--- src/rtl/fifo_pkg.sv ---
// fifo_pkg: shared definitions for the asynchronous FIFO pointer controllers.
//   SIDE_WR / SIDE_RD : values for the SIDE parameter of fifo_gray_ptr.
//   ptr_word_t        : wide container used by the width-generic Gray helper.
//   bin2gray(x)       : binary to reflected Gray code, (x >> 1) ^ x.
package fifo_pkg;

  localparam int SIDE_WR    = 0;
  localparam int SIDE_RD    = 1;
  localparam int PTR_WORD_W = 32;

  typedef logic [PTR_WORD_W-1:0] ptr_word_t;

  // Callers zero-extend into ptr_word_t and truncate the result back to their
  // pointer width; the low bits are unaffected by the extension.
  function automatic ptr_word_t bin2gray(input ptr_word_t x);
    return (x >> 1) ^ x;
  endfunction

endpackage

--- src/rtl/fifo_gray_ptr_gray_to_bin.sv ---
// gray_to_bin: combinational Gray-to-binary converter (prefix XOR from the MSB).
// Parameters:
//   WIDTH : code width.
// Ports:
//   gray  : input Gray code.
//   bin   : binary equivalent; bin[WIDTH-1] = gray[WIDTH-1],
//           bin[i] = bin[i+1] ^ gray[i].
module gray_to_bin #(
  parameter int WIDTH = 4
) (
  input  logic [WIDTH-1:0] gray,
  output logic [WIDTH-1:0] bin
);

  always_comb begin
    logic run;
    run = 1'b0;
    bin = '0;
    for (int unsigned k = 0; k < WIDTH; k++) begin
      run = run ^ gray[WIDTH-1-k];
      bin[WIDTH-1-k] = run;
    end
  end

endmodule

--- src/rtl/fifo_gray_ptr.sv ---
// fifo_gray_ptr: pointer/flag controller for one side of an asynchronous FIFO.
// One instance lives in each clock domain. It owns the binary pointer, drives
// the RAM address, exports a registered Gray pointer for the other domain and
// produces full (write side) or empty (read side) from the synchronised
// opposite Gray pointer.
// Optional feature: define FIFO_PTR_LEVEL_EN to add the registered occupancy
// output `level` (and the Gray-to-binary converter it needs).
// Parameters:
//   ADDR_WIDTH : RAM address width (>= 2); pointers are ADDR_WIDTH+1 bits.
//   SIDE       : SIDE_WR (0) = write side, SIDE_RD (1) = read side.
// Ports:
//   CLK           : domain clock, rising edge.
//   RST           : asynchronous active-low reset.
//   inc           : write/read request this cycle.
//   sync_gray_ptr : opposite-side Gray pointer after the 2-FF synchroniser.
//   accept        : inc & ~flag, the operation happens this cycle.
//   addr          : RAM address (low bits of the binary pointer, pre-increment).
//   gray_ptr      : registered Gray pointer for the other domain.
//   flag          : registered full (write side) or empty (read side).
//   level         : registered occupancy 0..2^ADDR_WIDTH (FIFO_PTR_LEVEL_EN only).
module fifo_gray_ptr
  import fifo_pkg::*;
#(
  parameter int ADDR_WIDTH = 3,
  parameter int SIDE       = SIDE_WR
) (
  input  logic                  CLK,
  input  logic                  RST,
  input  logic                  inc,
  input  logic [ADDR_WIDTH:0]   sync_gray_ptr,
  output logic                  accept,
  output logic [ADDR_WIDTH-1:0] addr,
  output logic [ADDR_WIDTH:0]   gray_ptr,
  output logic                  flag
`ifdef FIFO_PTR_LEVEL_EN
  ,
  output logic [ADDR_WIDTH:0]   level
`endif
);

  localparam int   PW       = ADDR_WIDTH + 1;
  localparam logic FLAG_RST = (SIDE == SIDE_RD);

  logic [ADDR_WIDTH:0] bin;
  logic [ADDR_WIDTH:0] bin_next;
  logic [ADDR_WIDTH:0] gray_next;
  logic                flag_next;

  assign accept    = inc & ~flag;
  assign addr      = bin[ADDR_WIDTH-1:0];
  assign bin_next  = bin + PW'(accept);
  assign gray_next = PW'(bin2gray(ptr_word_t'(bin_next)));

  // Full: the write pointer is exactly one lap ahead, which in Gray code means
  // the two MSBs are inverted and the rest match. Empty: pointers are equal.
  generate
    if (SIDE == SIDE_RD) begin : g_rd
      assign flag_next = (gray_next == sync_gray_ptr);
    end else begin : g_wr
      assign flag_next = (gray_next == {~sync_gray_ptr[ADDR_WIDTH:ADDR_WIDTH-1],
                                        sync_gray_ptr[ADDR_WIDTH-2:0]});
    end
  endgenerate

  always_ff @(posedge CLK or negedge RST) begin
    if (!RST) begin
      bin      <= '0;
      gray_ptr <= '0;
      flag     <= FLAG_RST;
    end else begin
      bin      <= bin_next;
      gray_ptr <= gray_next;
      flag     <= flag_next;
    end
  end

`ifdef FIFO_PTR_LEVEL_EN
  logic [ADDR_WIDTH:0] sync_bin;

  gray_to_bin #(.WIDTH(PW)) u_sync_g2b (
    .gray (sync_gray_ptr),
    .bin  (sync_bin)
  );

  always_ff @(posedge CLK or negedge RST) begin
    if (!RST) begin
      level <= '0;
    end else if (SIDE == SIDE_RD) begin
      level <= sync_bin - bin_next;
    end else begin
      level <= bin_next - sync_bin;
    end
  end
`endif

endmodule

--- config.mk ---
export PLATFORM = sky130hd
export DESIGN_NAME = fifo_gray_ptr
export DESIGN_NICKNAME = d
export VERILOG_FILES = /design/src/rtl/fifo_pkg.sv /design/src/rtl/fifo_gray_ptr_gray_to_bin.sv /design/src/rtl/fifo_gray_ptr.sv
export SDC_FILE = /design/constraint.sdc
export NUM_CORES = 1
export LEC_CHECK = 0
export CELL_PAD_IN_SITES_DETAIL_PLACEMENT = 1
export CELL_PAD_IN_SITES_GLOBAL_PLACEMENT = 2
export CORE_ASPECT_RATIO = 1.25
export CORE_MARGIN = 2
export CORE_UTILIZATION = 22
export CTS_CLUSTER_DIAMETER = 80
export DETAILED_ROUTE_END_ITERATION = 6
export PLACE_DENSITY = 0.8
export SKIP_LAST_GASP = 1
export SLEW_MARGIN = 20
export SYNTH_ARGS = -nofsm -noshare
export SYNTH_HDL_FRONTEND = slang
export SYNTH_SLANG_ARGS = --single-unit
--- constraint.sdc ---
create_clock -name CLK -period 1.8 [get_ports CLK]
set_clock_uncertainty 0.1 [all_clocks]
set_input_delay 0.45 -clock CLK [delete_from_list [all_inputs] [get_ports CLK]]
set_output_delay 0.45 -clock CLK [all_outputs]
set_load 0.1 [all_outputs]
# --- Word level (Yosys, flattened, before mapping) ---
# Cells that the tools add are included.
op_classes:
  add_sub_neg: 1
  eq_ne: 1
  bitwise: 4
op_table:
  columns: ["op", "n"]
  rows:
  - ["adder 4 x 1 -> 4 bit", 1]
  - ["== test 4 bit", 1]
  - ["bitwise XOR 3 x 4 -> 4 bit", 1]
  - ["NOT 2 bit", 1]
  - ["bitwise AND 1 bit", 1]
  - ["NOT 1 bit", 1]
totals:
  reg_bits: 9
  inputBits: 7
  out_inout_bits: 9
  word_cells: 9

# --- Logic depth before layout (Yosys ltp) ---
# Gate-level depths: netlist of the first run.
logic_depth:
  depth_word: 5
  depth_mapped: 8
  ltp_nobuf: 7

# --- Worst setup path after synthesis of the first run ---
# OpenSTA, ideal clock, no wires.
synth_path:
  path_kind: "reg2reg"
  start: "register flag"
  end: "register flag"
  setup_time_ns: 0.120
  arrival_ns: 3.678
  path_slack_ns: -2.099
  stages_incl_launch_ff: 8
  path_buffers: 0
  period_less_slack_ns: 3.899
  cell_sequence: "dfrtp_1 nor2b_1 ha_1 ha_1 xor2_1 nand4_1 o311a_2 and4_1"
synth_between:
  elab_chain_len: 5
synth_rtl:
  columns: ["element", "line", "rtl"]
  rows:
  - ["start: declaration", "fifo_gray_ptr.sv:34", "output logic flag"]
  - ["start signal: assignment", "fifo_gray_ptr.sv:73", "flag <= flag_next;"]
  - ["NOT 1 bit", "fifo_gray_ptr.sv:49", "assign accept = inc & ~flag;"]
  - ["bitwise AND 1 bit", "fifo_gray_ptr.sv:49", null]
  - ["net accept", "fifo_gray_ptr.sv:31", "output logic accept,"]
  - ["adder 4 x 1 -> 4 bit", "fifo_gray_ptr.sv:51", "assign bin_next = bin + PW'(accept);"]
  - ["bitwise XOR 3 x 4 -> 4 bit", "fifo_pkg.sv:16", "return (x >> 1) ^ x;"]
  - ["== test 4 bit", "fifo_gray_ptr.sv:60", "assign flag_next = (gray_next == {~sync_gray_ptr[ADDR_WIDTH:ADDR_WIDTH-1],"]
  - ["net flag_next", "fifo_gray_ptr.sv:47", "logic flag_next;"]
# The timed path passes the listed nets, and every way through them passes these cells.

# --- Worst setup path after layout of the first run ---
layout_path:
  start: "register flag"
  end: "output port accept"
layout_between:
  elab_chain_len: 2
layout_rtl:
  columns: ["element", "line"]
  rows:
  - ["NOT 1 bit", "fifo_gray_ptr.sv:49"]
  - ["bitwise AND 1 bit", "fifo_gray_ptr.sv:49"]
  - ["end: declaration", "fifo_gray_ptr.sv:31"]
# No other way between the ends.

==> summary.txt, run 1 <==
Status
  • Outcome: finished with violations
  • Failing checks: setup timing

Logic synthesis
  • Post-synth ARST share: 100%
  • Top post-synthesis cells by area: dfrtp_1 47%, xor2_1 10%, xnor2_1 6.2%
  • Post-synthesis net count: 45
  • Area leader, netlist: dfrtp_1
  • Synth top area share: 47.2%
  • Seq/Total Area, Yosys: 47.2%
  • Post-Syn Instances: 36
  • Mean area per synthesized cell: 11.8 um^2
  • Post-synth top cells: 8 x dfrtp_1, 5 x xor2_1, 3 x xnor2_1
  • Number of synthesized register bits: 8
  • Mapped Area: 424 um^2
  • Most frequent cell after synthesis: dfrtp_1
  • Number of enable flip-flop cells after synthesis: 0
  • Synth Flop Type: dfrtp_1
  • Yosys warnings: 0
  • Synth cell types: 19

Routing
  • Met2 WL: 651 um
  • Antenna viol nets, final: 0
  • Drt drc: 0
  • Drt via density: 4.48
  • Detailed-route wire length: 1.09 mm
  • Via count: 385
  • 1st-pass router iterations: 4
  • DRT iter0 DRCs: 3
  • Avg WL per Cell: 12.6 um
  • Wire length on met3: 40 um
  • M1 WL: 382 um
  • Max Used Layer: met4

Timing
  • Setup ws final: -0.106 ns
  • Actual slew at the worst max-slew pin: 0.382 ns
  • Final setup viols: 2
  • Min Tclk post-route: 1.91 ns
  • RSZ-0062 raised after global routing: yes
  • Final worst-path cycle share: 106%
  • Fmax: 525 MHz
  • Slew HR: 74.4%
  • Final Hold Viols: 0
  • Max-slew violations: 0

Global route
  • GR Overflow Total: 0
  • Initial antenna violation count: 0
  • GRT Util Overall: 11.2%
  • First-pass GRT wire length: 1.78 mm
  • Vias in the first global route: 419
  • Largest net degree at the start of global routing: 9

Setup path
  • Crit end category: primary output
  • CP max stage delay: 0.49 ns
  • R2R Path End: flag
  • CP cell instances: nor2b_4 > buf_4 > buf_6 > buf_6 > buf_12
  • Critical Path Most Common Cell: buf_6
  • Startpoint types: register
  • Worst EP required: 1.25 ns
  • Crit Path Class: reg -> out
  • Worst reg-to-reg setup slack: -0.09 ns
  • Critical path peak fanout: 2
  • Crit path max-delay cell type: dfrtp_4
  • R2R Path Start: flag
  • Crit path DAT: 1.36 ns
  • Reg2reg path depth: 7

Placement
  • Placed cells: 79
  • Placer Congestion: 0.711
  • Port-buffer cells: 15
  • Post-DP HPWL: 872 um

Floorplanning
  • Die Ht: 53.1 um
  • Die area: 2300 um^2
  • Row count: 17
  • Width of the die: 43.3 um
  • Starting Density: 23.7%
  • Core ar.: 1790 um^2
  • # IOs: 16

Clock network
  • CTS hold repair buffers: 0
  • CTS buffer count: 3
  • Clock Latency Late Sink: 0.25 ns
  • Clock slew seen by the registers of the worst setup and hold paths: 0.06 ns
  • # H-tree levels: 1
  • Root buf cell: clkbuf_4
  • Clk sinks: 8
  • CTS max path bufs: 2
  • CTS tree: done

Job
  • Max_cap viols: 0

Finish
  • # diodes: 0
  • Post-route insts no fill: 86
  • Final-stage net count: 77
  • Share of cells above drive strength 1: 49.3%
  • Final Core Density: 49.2%
  • Area Overhead vs Synth: 107%

Worst hold path
  • Hold Path Class: in -> async
[cell type report]
| class | instances | area, um^2 |
|---|---|---|
| sequential | 8 | 204 |
| inverter | 1 | 3.75 |
| tap | 19 | 23.8 |
| multi-input combinational | 26 | 278 |
| fill | 195 | 907 |
| clock buffer | 4 | 26.3 |
| timing repair buffer | 28 | 344 |
[worst max-delay path: cells and delay by family, from the launching register on]
kind	cells	cell delay, ns
flops	1	0.49
buf+inv	4	0.46
simple gates	1	0.15
[cells in the final DEF (no fill, tap or decap)]
master and count:
nor2_1 2, xor2_4 2, buf_12 9, dlygate4sd2_1 1, clkbuf_1 1, mux2i_1 1, and3_1 1, dfrtp_1 7
nor2b_4 1, a21bo_2 1, o32ai_1 1, and4_1 1, nor2b_1 1, buf_6 2, buf_4 11, clkdlybuf4s50_1 5
inv_1 1, nand3_1 1, xor2_1 4, o211ai_1 1, xnor2_1 3, nand4_1 1, dfrtp_4 1, o21ai_0 2
clkbuf_4 3, o311a_2 1, ha_4 2
[worst max path at each step]
| stage | slack (ns) | endpoint | from | cells after the start |
|---|---|---|---|---|
| 2_1_floorplan | -0.70 | flag | flag | 7 |
| 3_3_place_gp | -0.50 | flag | inc | 8 |
| 3_5_place_dp | -0.55 | flag | inc | 8 |
| 4_1_cts | -0.09 | flag | flag | 7 |
| 5_1_grt | -0.19 | flag | flag | 7 |
| 6_report | -0.11 | accept | flag | 5 |
[repair_timing]
item | 4_1_cts | 5_1_grt
setup buffers | 2 | 2
setup endpoints to repair | 3 | 2
gates cloned | 0 | 0
pin swaps | 2 | 0
resized for setup | 2 | 2
hold endpoints to repair | 0 | 0
[flip-flops by register name, summed over array words and instances, names as in the netlist]
signal / flops
flag: 1
gray_ptr: 3
bin: 4
[per-stage QoR]
step	setup WS (ns)	hold WS (ns)	TNS (ns)	area [um^2]
after floorplan	-0.703	0.0544	-2.19	485
after global placement	-0.496	0.472	-1.36	813
after detailed placement	-0.552	0.492	-1.70	813
after CTS	-0.0942	0.396	-0.117	865
after global routing	-0.185	0.398	-0.340	880
final	-0.106	0.379	-0.192	880
[metal layers]
layer  GRT usage, %  up-vias
met1           12.6      186
met4           9.09        0
met5              0        -
met3           2.05        2
met2           18.2       10
li1               -      187
[cell families after synthesis]
family	count (synthesis)	share of synthesized area, %
buf+inv	2	2.06
mux	1	2.36
simple gates	8	10.9
fa+ha+maj	2	5.90
xor+xnor	9	20.4
flops	8	47.2
compound gates	6	11.2
Power of run 1 is left out: the tool's default activity adds up to more than one toggle a clock period on the data nets, which glitch-free logic cannot reach.
==> inputs of run 2 (changes only) <==
--- a/config.mk
+++ b/config.mk
@@ -8,11 +8,11 @@
 export CELL_PAD_IN_SITES_DETAIL_PLACEMENT = 1
 export CELL_PAD_IN_SITES_GLOBAL_PLACEMENT = 2
 export CORE_ASPECT_RATIO = 1.25
-export CORE_MARGIN = 2
-export CORE_UTILIZATION = 22
+export CORE_UTILIZATION = 24
+export CTS_BUF_LIST = sky130_fd_sc_hd__clkbuf_2 sky130_fd_sc_hd__clkbuf_4 sky130_fd_sc_hd__clkbuf_8
 export CTS_CLUSTER_DIAMETER = 80
 export DETAILED_ROUTE_END_ITERATION = 6
-export PLACE_DENSITY = 0.8
+export PLACE_DENSITY = 0.85
 export SKIP_LAST_GASP = 1
 export SLEW_MARGIN = 20
 export SYNTH_ARGS = -nofsm -noshare
==> run 2 against run 1 <==
  * The flow still finishes with violations (setup timing)
  * Via count is 3.9% higher
  * Critical path depth rose by 2
  * Sequential cell count stayed put
  * Cell count fell by 4.7%
  * Cell area shrank 2.3%
  * Die area down 16%
  * Count of clock-buffer cells in the layout unchanged
  * Utilization is 4.4 points higher
  * Sequential share of layout area grew 0.54 points
  * Hold slack worse by 0.012 ns
  * Highest routed layer unchanged
==> summary.txt, run 2 (synthesis results as in run 1) <==
Status
  • Outcome: finished with violations
  • Failing checks: setup timing

Job
  • Max_cap viols: 0

Routing
  • Via count: 400
  • DRT iter0 DRCs: 2
  • Detailed-route wire length: 1.13 mm
  • Antenna viol nets, final: 0
  • 1st-pass router iterations: 3
  • Avg WL per Cell: 13.8 um
  • Drt via density: 4.88
  • Drt drc: 0

Timing
  • Final Hold Viols: 0
  • Fmax: 523 MHz
  • Final setup viols: 1
  • Actual slew at the worst max-slew pin: 0.357 ns
  • Min Tclk post-route: 1.91 ns
  • Max-slew violations: 0
  • Setup ws final: -0.113 ns
  • Fin Setup TNS: -0.113 ns
  • WHS: 0.368 ns
  • Slew HR: 76.1%
  • Final worst-path cycle share: 106%
  • RSZ-0062 raised after global routing: yes

Finish
  • Top reg by flops: bin
  • Post-route insts no fill: 82
  • Commonest non-fill, non-tap cell in the layout: buf_4
  • Final-stage net count: 74
  • Largest register FFs: 4
  • Biggest regs: bin: 4 flops, gray_ptr: 3 flops, flag: 1 flops
  • Most frequent cells in the layout: 10 x buf_4, 9 x buf_12, 7 x dfrtp_1
  • # diodes: 0
  • Area Overhead vs Synth: 103%
  • Share of cells above drive strength 1: 50.0%

Clock network
  • # H-tree levels: 1
  • CTS max path bufs: 2
  • Clk sinks: 8
  • Clock Latency Late Sink: 0.25 ns
  • CTS buffer count: 3
  • Clock slew seen by the registers of the worst setup and hold paths: 0.06 ns
  • CTS tree: done
  • Post-CTS Setup Bufs: 0
  • Root buf cell: clkbuf_4

Global route
  • Global Route met1 Usage: 16.3%
  • GRT Util Overall: 14.3%
  • Initial antenna violation count: 0
  • Gr busiest metal: met2
  • Vias in the first global route: 421
  • Met3 GRT Util: 6.39%
  • First-pass GRT wire length: 1.92 mm
  • Met2 Use GR: 23.8%
  • GR Overflow Total: 0
  • Largest net degree at the start of global routing: 9

Floorplanning
  • Die area: 1940 um^2
  • Row count: 16
  • Core ar.: 1600 um^2
  • Die Ht: 49 um
  • # IOs: 16
  • Starting Density: 26.5%
  • Width of the die: 39.6 um

Setup path
  • CP cell instances: nor2b_4 > ha_4 > ha_4 > xor2_4 > mux2i_1 > o311a_2 > and4_1
  • Crit Path Class: reg -> reg
  • CP max stage delay: 0.49 ns
  • Critical path peak fanout: 2
  • Crit path max-delay cell type: dfrtp_4
  • Critical Path Most Common Cell: ha_4
  • CP startpoint: flag
  • Startpoint types: register
  • Reg2reg path depth: 7
  • Worst reg-to-reg setup slack: -0.11 ns
  • R2R Path End: flag
  • R2R Path Start: flag
  • Bufs and invs on worst path: 0
  • Crit path DAT: 2.00 ns
  • Crit end category: register
  • Worst EP required: 1.89 ns
  • Top delay family on crit path: flip-flops

Placement
  • DP Worst Slack: -0.507 ns
  • Placer Congestion: 0.750
  • Placed cells: 78
  • Port-buffer cells: 15

Worst hold path
  • Hold Path Class: in -> async
run 2: repair_timing:
item	CTS	global route
endpoints found under the setup margin	4	1
resized for setup	2	1
hold buffers	0	0
endpoints found under the hold margin	0	0
pin swaps	1	0
run 2: through the flow:
stage                     area [um^2]  util (%)
after detailed placement          812      50.7
after CTS                         852      53.2
after floorplan                   485         -
after global routing              860      53.7
final                             860      53.7
after global placement            812      50.7
run 2: layout make-up:
class	instances	area, um^2
repair buffers	25	314
flip-flops and latches	8	204
well taps	18	22.5
inverters	1	3.75
clock buffers	4	30.0
fillers	171	742
multi-input cells	26	285
run 2: worst max path at each step:
stage / slack [ns] / cells after the start / end
global route: -0.20 / 7 / flag
floorplan: -0.70 / 7 / flag
CTS: -0.14 / 7 / flag
global placement: -0.50 / 8 / flag
detailed placement: -0.51 / 9 / flag
finish: -0.11 / 7 / flag
run 2: per-layer routing:
layer  part of all wire [%]  vias up
li1                       -      181
met1                     36      206
met2                     58       11
met3                    5.1        2
met4                    1.1        0
met5                      0        -
Power of run 2 is left out for the same reason.
==> inputs of run 3 (changes only) <==
--- a/config.mk
+++ b/config.mk
@@ -7,12 +7,11 @@
 export LEC_CHECK = 0
 export CELL_PAD_IN_SITES_DETAIL_PLACEMENT = 1
 export CELL_PAD_IN_SITES_GLOBAL_PLACEMENT = 2
-export CORE_ASPECT_RATIO = 1.25
 export CORE_UTILIZATION = 24
 export CTS_BUF_LIST = sky130_fd_sc_hd__clkbuf_2 sky130_fd_sc_hd__clkbuf_4 sky130_fd_sc_hd__clkbuf_8
 export CTS_CLUSTER_DIAMETER = 80
 export DETAILED_ROUTE_END_ITERATION = 6
-export PLACE_DENSITY = 0.85
+export PLACE_DENSITY = 0.76
 export SKIP_LAST_GASP = 1
 export SLEW_MARGIN = 20
 export SYNTH_ARGS = -nofsm -noshare
==> run 3 against run 2 <==
  * The run still ends with setup timing left
  * Sequential cell count is the same
  * Sequential share of layout area grew 0.49 points
  * Cell count shrank 2.4%
  * Hold slack better by 0.0041 ns
  * Critical endpoint unchanged
==> summary.txt, run 3 (synthesis results as in run 1) <==
Finish
  • Design Area, Final: 842 um^2
  • # diodes: 0
  • Most frequent cells in the layout: 10 x buf_4, 9 x buf_12, 7 x dfrtp_1
  • Fillcell total: 161
  • Largest register FFs: 4
  • Area Overhead vs Synth: 98.5%
  • Share of cells above drive strength 1: 50.0%
  • Biggest regs: bin: 4 flops, gray_ptr: 3 flops, flag: 1 flops
  • Top reg by flops: bin
  • Commonest non-fill, non-tap cell in the layout: buf_4
  • Final-stage net count: 74

Clock network
  • CTS max path bufs: 2
  • Clock slew seen by the registers of the worst setup and hold paths: 0.07 ns
  • Root buf cell: clkbuf_4
  • CTS hold repair buffers: 0
  • Clock Latency Late Sink: 0.26 ns
  • # H-tree levels: 1
  • CTS buffer count: 3
  • Clk sinks: 8
  • CTS tree: done

Floorplanning
  • Die Ht: 44.0 um
  • Width of the die: 44.0 um
  • Starting Density: 26.9%
  • Row count: 14
  • Die area: 1940 um^2
  • Core ar.: 1580 um^2
  • # IOs: 16

Routing
  • DRT iter0 DRCs: 5
  • Drt drc: 0
  • 1st-pass router iterations: 5
  • Drt via density: 4.75
  • Via count: 380
  • Avg WL per Cell: 12.9 um
  • Antenna viol nets, final: 0
  • Detailed-route wire length: 1.03 mm

Timing
  • Min Tclk post-route: 1.89 ns
  • Max-slew violations: 0
  • Final setup viols: 2
  • Actual slew at the worst max-slew pin: 0.392 ns
  • Fmax: 529 MHz
  • Slew HR: 73.8%
  • Final worst-path cycle share: 105%
  • Setup ws final: -0.0915 ns
  • Final Hold Viols: 0
  • RSZ-0062 raised after global routing: yes

Setup path
  • Crit Path Class: reg -> reg
  • Critical path peak fanout: 2
  • Crit end category: register
  • Worst EP required: 1.90 ns
  • Reg2reg path depth: 7
  • Startpoint types: register
  • Crit path DAT: 1.99 ns

Global route
  • Vias in the first global route: 435
  • Initial antenna violation count: 0
  • Largest net degree at the start of global routing: 9
  • First-pass GRT wire length: 1.99 mm
  • GRT Util Overall: 14.1%
  • GR Overflow Total: 0

Placement
  • Post-DP HPWL: 836 um
  • Placer Congestion: 0.737
  • Placed cell area: 802 um^2
  • Port-buffer cells: 15

Status
  • Outcome: finished with violations
  • Failing checks: setup timing

Worst hold path
  • Hold Path Class: in -> async

Job
  • Max_cap viols: 0
[run 3: critical path, cell delays in order (launching register included)]
cell     delay (ns)
dfrtp_4        0.49
nor2b_4        0.14
ha_4           0.16
ha_4           0.17
xor2_4         0.17
mux2i_2        0.25
o311a_2        0.19
and4_1         0.17
[run 3: timing repair]
action	in CTS	in global routing
resized for setup	1	2
pin swaps	1	0
endpoints found under the setup margin	3	1
buffers inserted	0	1
[run 3: final timing paths]
path                       slack, ns   start     endpoint
hold / removal                  0.37     RST  gray_ptr[2]
hold reg to reg                 0.58  bin[3]       bin[3]
max in group asynchronous       0.92     RST         flag
setup reg to reg               -0.09    flag         flag
setup / recovery               -0.09    flag         flag
min in group CLK                0.58  bin[3]       bin[3]
[run 3: area by class of cell]
| cell class | count | area [um^2] | share of cell area [%] |
|---|---|---|---|
| repair buffers | 25 | 314 | 37.3 |
| well taps | 16 | 20.0 | 2.38 |
| flip-flops and latches | 8 | 204 | 24.2 |
| clock buffers | 4 | 30.0 | 3.57 |
| inverters | 1 | 3.75 | 0.446 |
| multi-input cells | 26 | 270 | 32.1 |
[run 3: metal layers]
layer / global-route usage [%] / wire length, um / vias up
met3: 3.67 / 50 / 0
met1: 19.1 / 428 / 186
met4: 3.64 / 0 / 0
li1: - / - / 181
met2: 22.6 / 554 / 13
met5: 0 / 0 / -
[run 3: metrics by stage]
step           util, %  hold WS [ns]  instances  setup slack [ns]  TNS [ns]
2_1_floorplan        -        0.0544         36            -0.703     -2.19
3_3_place_gp      50.9         0.544         75            -0.512     -1.35
3_5_place_dp      50.9         0.572         75            -0.548     -1.59
4_1_cts           52.7         0.385         79            -0.105    -0.105
5_1_grt           53.4         0.391         80            -0.172    -0.244
6_report          53.4         0.372         80           -0.0915    -0.108
Power of run 3 is left out for the same reason.
